`config.mk`:
```
export PLATFORM = sky130hd
export DESIGN_NAME = fetch_sequencer
export DESIGN_NICKNAME = d
export VERILOG_FILES = /design/src/rtl/fetch_sequencer.sv
export SDC_FILE = /design/constraint.sdc
export NUM_CORES = 1
export LEC_CHECK = 0
export ABC_AREA = 1
export ABC_CLOCK_PERIOD_IN_PS = 1690
export CAP_MARGIN = 20
export CORE_AREA = 2 2 66 74
export DETAILED_ROUTE_END_ITERATION = 6
export DIE_AREA = 0 0 68 76
export GPL_TIMING_DRIVEN = 0
export SYNTH_ARGS = -nofsm -noshare
export SYNTH_HDL_FRONTEND = slang
export SYNTH_SLANG_ARGS = --single-unit
```
`constraint.sdc`:
```
create_clock -name clk -period 1.69 [get_ports clk]
set_input_delay 0.338 -clock clk [delete_from_list [all_inputs] [get_ports clk]]
set_output_delay 0.338 -clock clk [all_outputs]
set_load 0.02 [all_outputs]
```
`src/rtl/fetch_sequencer.sv`:
```
// fetch_sequencer: fetch/decode/execute sequencer with registered strobes.
// Define COND_JUMP_EN to enable the JZ/JNZ conditional jumps; otherwise opcodes 6/7 are illegal.
module fetch_sequencer #(
  parameter int ADDR_W  = 6,
  parameter int INSTR_W = 10
) (
  input  logic               clk,
  input  logic               rst,
  input  logic               run,
  input  logic [INSTR_W-1:0] instr,
  input  logic               mem_ready,
  input  logic               zero,
  output logic               mem_rd,
  output logic               data_rd,
  output logic               data_wr,
  output logic [ADDR_W-1:0]  data_add,
  output logic [1:0]         alu_op,
  output logic               alu_en,
  output logic               pc_inc,
  output logic               jmp,
  output logic [ADDR_W-1:0]  jmp_add,
  output logic               halted,
  output logic               illegal
);
  typedef enum logic [2:0] {IDLE, FETCH, DECODE, EXEC, MEMWAIT, HALT} state_t;
  localparam logic [3:0] OP_NOP = 4'h0, OP_LOAD = 4'h1, OP_STORE = 4'h2, OP_ADD = 4'h3,
                         OP_SUB = 4'h4, OP_JMP = 4'h5, OP_JZ = 4'h6, OP_JNZ = 4'h7, OP_HLT = 4'hF;
  state_t              state_q, state_d;
  logic [INSTR_W-1:0]  ir_q, ir_d;
  logic                armed_q, wb_q, wb_d;
  logic                mem_rd_q, mem_rd_d, data_rd_q, data_rd_d, data_wr_q, data_wr_d;
  logic [ADDR_W-1:0]   data_add_q, data_add_d, jmp_add_q, jmp_add_d;
  logic [1:0]          alu_op_q, alu_op_d;
  logic                alu_en_q, alu_en_d, pc_inc_q, pc_inc_d, jmp_q, jmp_d;
  logic                halted_q, halted_d, illegal_q, illegal_d;
  logic [3:0]          op;
  logic [ADDR_W-1:0]   operand;
  logic                is_cj, take, legal, is_mem, plain;
  assign op      = ir_q[INSTR_W-1 -: 4];
  assign operand = ir_q[ADDR_W-1:0];
`ifdef COND_JUMP_EN
  assign is_cj = op == OP_JZ || op == OP_JNZ;
`else
  assign is_cj = 1'b0;
`endif
  assign take   = op == OP_JMP || (is_cj && (op == OP_JZ ? zero : !zero));
  assign legal  = op <= OP_JMP || op == OP_HLT || is_cj;
  assign is_mem = op == OP_LOAD || op == OP_STORE;
  assign plain  = op == OP_NOP || op == OP_ADD || op == OP_SUB || !legal || (is_cj && !take);
  always_comb begin
    state_d    = state_q;
    ir_d       = ir_q;
    wb_d       = 1'b0;
    mem_rd_d   = 1'b0;
    data_rd_d  = 1'b0;
    data_wr_d  = 1'b0;
    data_add_d = '0;
    alu_op_d   = 2'b00;
    alu_en_d   = 1'b0;
    pc_inc_d   = 1'b0;
    jmp_d      = 1'b0;
    jmp_add_d  = '0;
    halted_d   = 1'b0;
    illegal_d  = 1'b0;
    case (state_q)
      IDLE: begin
        state_d  = (run && armed_q) ? FETCH : IDLE;
        mem_rd_d = run && armed_q;
      end
      FETCH: begin
        state_d  = mem_ready ? DECODE : FETCH;
        ir_d     = mem_ready ? instr : ir_q;
        mem_rd_d = !mem_ready;
      end
      DECODE: begin
        state_d    = EXEC;
        data_rd_d  = op == OP_LOAD;
        data_wr_d  = op == OP_STORE;
        data_add_d = is_mem ? operand : '0;
        alu_en_d   = op == OP_ADD || op == OP_SUB;
        alu_op_d   = op == OP_ADD ? 2'b01 : op == OP_SUB ? 2'b10 : 2'b00;
        pc_inc_d   = plain;
        jmp_d      = take;
        jmp_add_d  = take ? operand : '0;
        illegal_d  = !legal;
      end
      EXEC: begin
        state_d    = is_mem ? MEMWAIT : op == OP_HLT ? HALT : run ? FETCH : IDLE;
        mem_rd_d   = !is_mem && op != OP_HLT && run;
        data_rd_d  = data_rd_q;
        data_wr_d  = data_wr_q;
        data_add_d = data_add_q;
        halted_d   = op == OP_HLT;
      end
      MEMWAIT: begin
        // wb_q marks the single completion cycle that carries pc_inc
        state_d    = wb_q ? (run ? FETCH : IDLE) : MEMWAIT;
        mem_rd_d   = wb_q && run;
        wb_d       = !wb_q && mem_ready;
        pc_inc_d   = !wb_q && mem_ready;
        alu_en_d   = !wb_q && mem_ready && data_rd_q;
        data_rd_d  = !wb_q && !mem_ready && data_rd_q;
        data_wr_d  = !wb_q && !mem_ready && data_wr_q;
        data_add_d = (!wb_q && !mem_ready) ? data_add_q : '0;
      end
      HALT: halted_d = 1'b1;
      default: state_d = IDLE;
    endcase
  end
  always_ff @(posedge clk or negedge rst) begin
    if (!rst) begin
      state_q    <= IDLE;
      ir_q       <= '0;
      armed_q    <= 1'b0;
      wb_q       <= 1'b0;
      mem_rd_q   <= 1'b0;
      data_rd_q  <= 1'b0;
      data_wr_q  <= 1'b0;
      data_add_q <= '0;
      alu_op_q   <= 2'b00;
      alu_en_q   <= 1'b0;
      pc_inc_q   <= 1'b0;
      jmp_q      <= 1'b0;
      jmp_add_q  <= '0;
      halted_q   <= 1'b0;
      illegal_q  <= 1'b0;
    end else begin
      state_q    <= state_d;
      ir_q       <= ir_d;
      armed_q    <= 1'b1;
      wb_q       <= wb_d;
      mem_rd_q   <= mem_rd_d;
      data_rd_q  <= data_rd_d;
      data_wr_q  <= data_wr_d;
      data_add_q <= data_add_d;
      alu_op_q   <= alu_op_d;
      alu_en_q   <= alu_en_d;
      pc_inc_q   <= pc_inc_d;
      jmp_q      <= jmp_d;
      jmp_add_q  <= jmp_add_d;
      halted_q   <= halted_d;
      illegal_q  <= illegal_d;
    end
  end
  assign mem_rd   = mem_rd_q;
  assign data_rd  = data_rd_q;
  assign data_wr  = data_wr_q;
  assign data_add = data_add_q;
  assign alu_op   = alu_op_q;
  assign alu_en   = alu_en_q;
  assign pc_inc   = pc_inc_q;
  assign jmp      = jmp_q;
  assign jmp_add  = jmp_add_q;
  assign halted   = halted_q;
  assign illegal  = illegal_q;
endmodule

```
==> out/results.ini, run 1 <==
[status]
status = finished clean

[clock_network]
cts_setup_buffers = 0
cts_tree = done
clockRootBuffer = clkbuf_8
insertion_delay_ns = 0.29
cts_resized = 0
clkSinkCount = 37
clock_path_buffers = 2
cts_buffers = 5
cts_max_level = 2
holdBufCountCts = 0
clk_pin_slew_ns = 0.07

[floorplan]
die_h_um = 76
rows = 26
core-area_um2 = 4490
ios = 37
start_util_pct = 33.5
fp.dieW_um = 68
dieArea_um2 = 5170

[pwr]
power.share.clock_pct = 45.8
p_int_w = 0.00139
leakage_nw = 0.995
combPwrFrac_pct = 2.9
p_seq_share_pct = 51.2
power.switching_w = 0.000339
total_power_w = 0.00173
power_density_nw_per_um2 = 848
swShare_pct = 19.6
vdd_drop_max_v = 0.000354

[min_path]
min_path_type = in -> async

[setup_path]
crit_arrival_ns = 1.27
path_class = reg -> out
path_buf_inv = 1
max_stage_delay_ns = 0.61
critPathTopFamily = buffers and inverters
path_cells = clkdlybuf4s50_1
endpoint_kind = output pin
crit_slowest_cell = clkdlybuf4s50_1
required_ns = 1.35
start_kind = flop
critPathMaxFanout = 3

[global_route]
grt_pass1_vias = 1154
grtUsageMet3_pct = 4.43
grt_use_total_pct = 13.5
grt_pass1_wl_mm = 5.08
antenna_found_initial = 0
grt_util_met1_pct = 15.9
grt_max_degree = 38
grt_overflow = 0
grt_util_met2_pct = 20.8
grt_busiest_layer = met2

[synthesis]
synth_top_area_share_pct = 61.6
synth_area_um2 = 1500
ys_ff_latch = 37
syn-instance-count = 162
yosysSeqAreaShare_pct = 61.6
yosysTopAreaCell = dfrtp_1
syn_area_per_cell_um2 = 9.28
yosysWarnings = 0
synth_area_leaders = dfrtp_1, nand2_1, inv_1, nor2_1, o21ai_0
synth.distinct_cells = 17
synth_nets = 177

[drt]
drt_iter0_markers = 67
drtAntennaViolNets = 0
via_count = 1142
drcViolationCount = 0
wl_per_cell_um = 11.6
routed_wl_mm = 3.02
dr.pass1.iters = 4
drt-vias-per-instance = 4.38

[timing]
relSlewSlack_pct = 47.0
setup_viol = 0
hold_viol = 0
setup_slack_ns = 0.0809
rsz0062_at_grt = false
slew_viol_final = 0
fin_crit_ns = 1.61
fin_skew_ns = 0.00462
fin_crit_sh_pct = 95.2
fmax_mhz = 621
tightest_slew_ns = 0.795

[cells_and_area]
final_layout_size_suffix_gt1_share_pct = 10.7
final_common_cell = dfrtp_1
layout_common_cells = dfrtp_1, clkdlybuf4s50_1, nand2_1
area_growth_pct = 35.6
num-nets-final = 219
finalNonFillerCells = 261
diodes = 0

[placement]
dp_hpwl_mm = 2.15
dpl_worst_slack_ns = 0.154
placed_cells_incl_taps = 253
place_congestion = 0.826
port_buffers = 35

[run]
maxCapViolations = 0

## metrics by stage
| step | utilization [%] | hold slack, ns | area [um^2] | TNS [ns] |
|---|---|---|---|---|
| 4_1_cts | 45.4 | 0.143 | 2040 | 0 |
| 2_1_floorplan | - | 0.0424 | 1500 | 0 |
| 3_3_place_gp | 42.9 | 0.465 | 1920 | -20.16 |
| 3_5_place_dp | 42.8 | 0.473 | 1920 | 0 |
| 5_1_grt | 45.4 | 0.186 | 2040 | 0 |
| 6_report | 45.4 | 0.123 | 2040 | 0 |
## cells in the mapped netlist
cell,count
inv_1,23
a21oi_2,1
a21oi_1,9
o21ai_4,1
nand3_2,4
nor2_2,3
nand2_1,32
o21ai_1,2
nor3_1,1
inv_2,2
nor2_1,22
nand4_1,1
dfrtp_1,37
nand3_1,10
buf_6,2
conb_1,1
o21ai_0,11
## power by group through the flow
stage / combinational (W) / clock (W) / sequential, W
after detailed placement: 0.0000525 / 0 / 0.000904
after CTS: 0.0000525 / 0.000817 / 0.000886
after floorplan: 0.00000235 / 0 / 0.000904
after global routing: 0.0000568 / 0.000851 / 0.000886
after global placement: 0.0000537 / 0 / 0.000904
final: 0.0000506 / 0.000793 / 0.000887
## layout make-up
type                    instances  area (um^2)
clock inverters                 2         37.5
inverters                      25         93.8
clock buffers                   6         82.6
multi-input cells              98          462
well taps                      56         70.1
plain buffers                   2         22.5
repair buffers                 35          345
fillers                       457         2450
flip-flops and latches         37          926
## state kept, by name, summed over array words and instances, names as in the netlist
register	count
alu_en	1
state_q	3
ir_q	10
halted	1
jmp	1
data_add	6
data_wr	1
alu_op	2
armed_q	1
illegal	1
jmp_add	6
pc_inc	1
mem_rd	1
wb_q	1
data_rd	1
## cells by family after synthesis
family	after synthesis	share of synthesized area [%]
AOI/OAI and AO/OA	24	8.99
buffers and inverters	27	7.74
DFF	37	61.6
other	1	0.249
and+or+nand+nor	73	21.5
## worst paths after layout
check                                        startpoint                 endpoint  slack, ns  depth (start not counted)
min in group clk                data_add[1]$_DFFE_PN0P_  data_add[1]$_DFFE_PN0P_       0.49                          2
worst min register to register  data_add[1]$_DFFE_PN0P_  data_add[1]$_DFFE_PN0P_       0.49                          2
worst max register to register   state_q[2]$_DFFE_PN0N_  data_add[2]$_DFFE_PN0P_       0.41                          5
max in group asynchronous                           rst        armed_q$_DFF_PN0_       1.06                          1
worst min-delay path                                rst  data_add[2]$_DFFE_PN0P_       0.12                          1
worst max-delay path                data_rd$_DFFE_PN0P_                  data_rd       0.08                          1
## routing by layer
metal | up-vias | part of all wire [%]
li1 | 586 | -
met1 | 529 | 43
met2 | 21 | 51
met3 | 6 | 3.5
met4 | 0 | 2.8
met5 | - | 0
## worst reg2reg max path, delay by kind of cell (launching register included)
kind,cells,cell delay (ns)
AO/OA/AOI/OAI,1,0.20
buffers and inverters,2,0.26
flip-flops,1,0.46
AND/OR/NAND/NOR,2,0.29
Power figures use the tool's default switching activity.
==> run 2: changes to the inputs <==
- CAP_MARGIN: 20 -> 25
- HOLD_SLACK_MARGIN: unset -> 0.08
==> results of run 2 <==
Same layout as run 1: the final DEF is identical, and so are final timing and power.
==> run 3: changes to the inputs <==
- ABC_CLOCK_PERIOD_IN_PS: 1690 -> 1450
- clock period: 1.69 -> 1.45 ns (I/O delays scaled with it)
==> out/results.ini, run 3 (same netlist as run 1, synthesis figures left out) <==
[status]
status = finished clean

[setup_path]
critPathTopFamily = flip-flops
ff2ff_path_depth = 5
critPathMaxFanout = 3
endpoint_kind = output pin
rr_startpoint = state_q[2]$_DFFE_PN0N_
max_stage_delay_ns = 0.39
crit_slowest_cell = dfrtp_1
path_class = reg -> out
rr_endpoint = data_add[2]$_DFFE_PN0P_
regToRegSetupSlack_ns = 0.17
crit_arrival_ns = 1.01
path_cells = dlygate4sd2_1
start_kind = flop
path_buf_inv = 1
required_ns = 1.16

[timing]
hold_viol = 0
relSlewSlack_pct = 47.0
fin_crit_sh_pct = 89.7
fmax_mhz = 769
tns_ns = 0
tightest_slew_ns = 0.795
fin_skew_ns = 0.00462
slew_viol_final = 0
rsz0062_at_grt = false
fin_crit_ns = 1.30
setup_viol = 0

[drt]
via_count = 1140
wl_per_cell_um = 11.6
dr.pass1.iters = 4
routed_wl_mm = 3.02
drtAntennaViolNets = 0
drt_iter0_markers = 63
drcViolationCount = 0
drt-vias-per-instance = 4.37

[global_route]
grt_pass1_vias = 1156
grt_max_degree = 38
grt_use_total_pct = 13.5
grt_overflow = 0
antenna_found_initial = 0
grt_pass1_wl_mm = 5.09

[min_path]
min_path_type = in -> async

[floorplan]
start_util_pct = 33.5
rows = 26
fp.dieW_um = 68
dieArea_um2 = 5170
core-area_um2 = 4490
ios = 37
die_h_um = 76

[placement]
placed_cells_incl_taps = 253
port_buffers = 35
dp_hpwl_mm = 2.15
place_congestion = 0.826

[clock_network]
cts_max_level = 2
clk_pin_slew_ns = 0.07
clockRootBuffer = clkbuf_8
clkSinkCount = 37
cts_buffers = 5
clock_path_buffers = 2
cts_tree = done
insertion_delay_ns = 0.30

[cells_and_area]
regMostFlops = ir_q
area_growth_pct = 33.8
num-nets-final = 219
final_common_cell = dfrtp_1
finalNonFillerCells = 261
layout_common_cells = dfrtp_1, nand2_1, inv_1
final_layout_size_suffix_gt1_share_pct = 10.7
largest_reg_flops = 10
fillCellCount = 451
diodes = 0

[pwr]
leakage_nw = 1.10
vdd_drop_max_v = 0.000413
power_density_nw_per_um2 = 1000

[run]
maxCapViolations = 0

run 3: how the worst max path moves through the flow:
stage | endpoint | start | cells after the start
5_1_grt | jmp_add[0]$_DFF_PN0_ | state_q[2]$_DFFE_PN0N_ | 5
6_report | data_rd | data_rd$_DFFE_PN0P_ | 1
3_3_place_gp | armed_q$_DFF_PN0_ | rst | 1
3_5_place_dp | state_q[0]$_DFFE_PN0N_ | mem_ready | 6
2_1_floorplan | data_add[1]$_DFFE_PN0P_ | state_q[0]$_DFFE_PN0N_ | 5
4_1_cts | data_add[0] | data_add[0]$_DFFE_PN0P_ | 1
run 3: metal layers:
metal  up-vias  routed length, um  GRT usage [%]
li1        586                  -              -
met4         0                 84           8.20
met1       527               1280           15.8
met3         6                109           4.43
met5         -                  0              0
met2        21               1540           21.0
run 3: what timing repair did:
action | in CTS | in global routing
gates resized for setup | 22 | 0
hold buffers | 0 | 0
buffers inserted | 0 | 0
endpoints found under the setup margin | 22 | 0
run 3: power breakdown:
group / total [W] / internal [W] / switching [W]
combinational: 0.0000590 / 0.0000300 / 0.0000290
clock: 0.000924 / 0.000559 / 0.000365
sequential: 0.00103 / 0.00103 / 0.000000349
run 3: layout make-up:
class                           instances  area (um^2)  share of cell area [%]
Buffer                                  2         22.5                    1.12
Clock buffer                            6         82.6                    4.10
Multi-Input combinational cell         98          462                    22.9
Sequential cell                        37          926                    46.0
Timing Repair Buffer                   35          318                    15.8
Tap cell                               56         70.1                    3.48
Clock inverter                          2         37.5                    1.87
Inverter                               25         93.8                    4.66
run 3: stage by stage:
stage | power, W | setup WS [ns] | cell area (um^2) | hold WS, ns | utilization (%)
6_report | 0.00202 | 0.149 | 2010 | 0.0749 | 44.8
5_1_grt | 0.00209 | 0.0632 | 2010 | 0.138 | 44.8
4_1_cts | 0.00205 | 0.135 | 2010 | 0.0953 | 44.8
3_5_place_dp | 0.00111 | -0.0376 | 1920 | 0.425 | 42.8
3_3_place_gp | 0.00112 | -0.738 | 1920 | 0.465 | 42.9
2_1_floorplan | 0.00106 | 0.385 | 1500 | -0.00559 | -
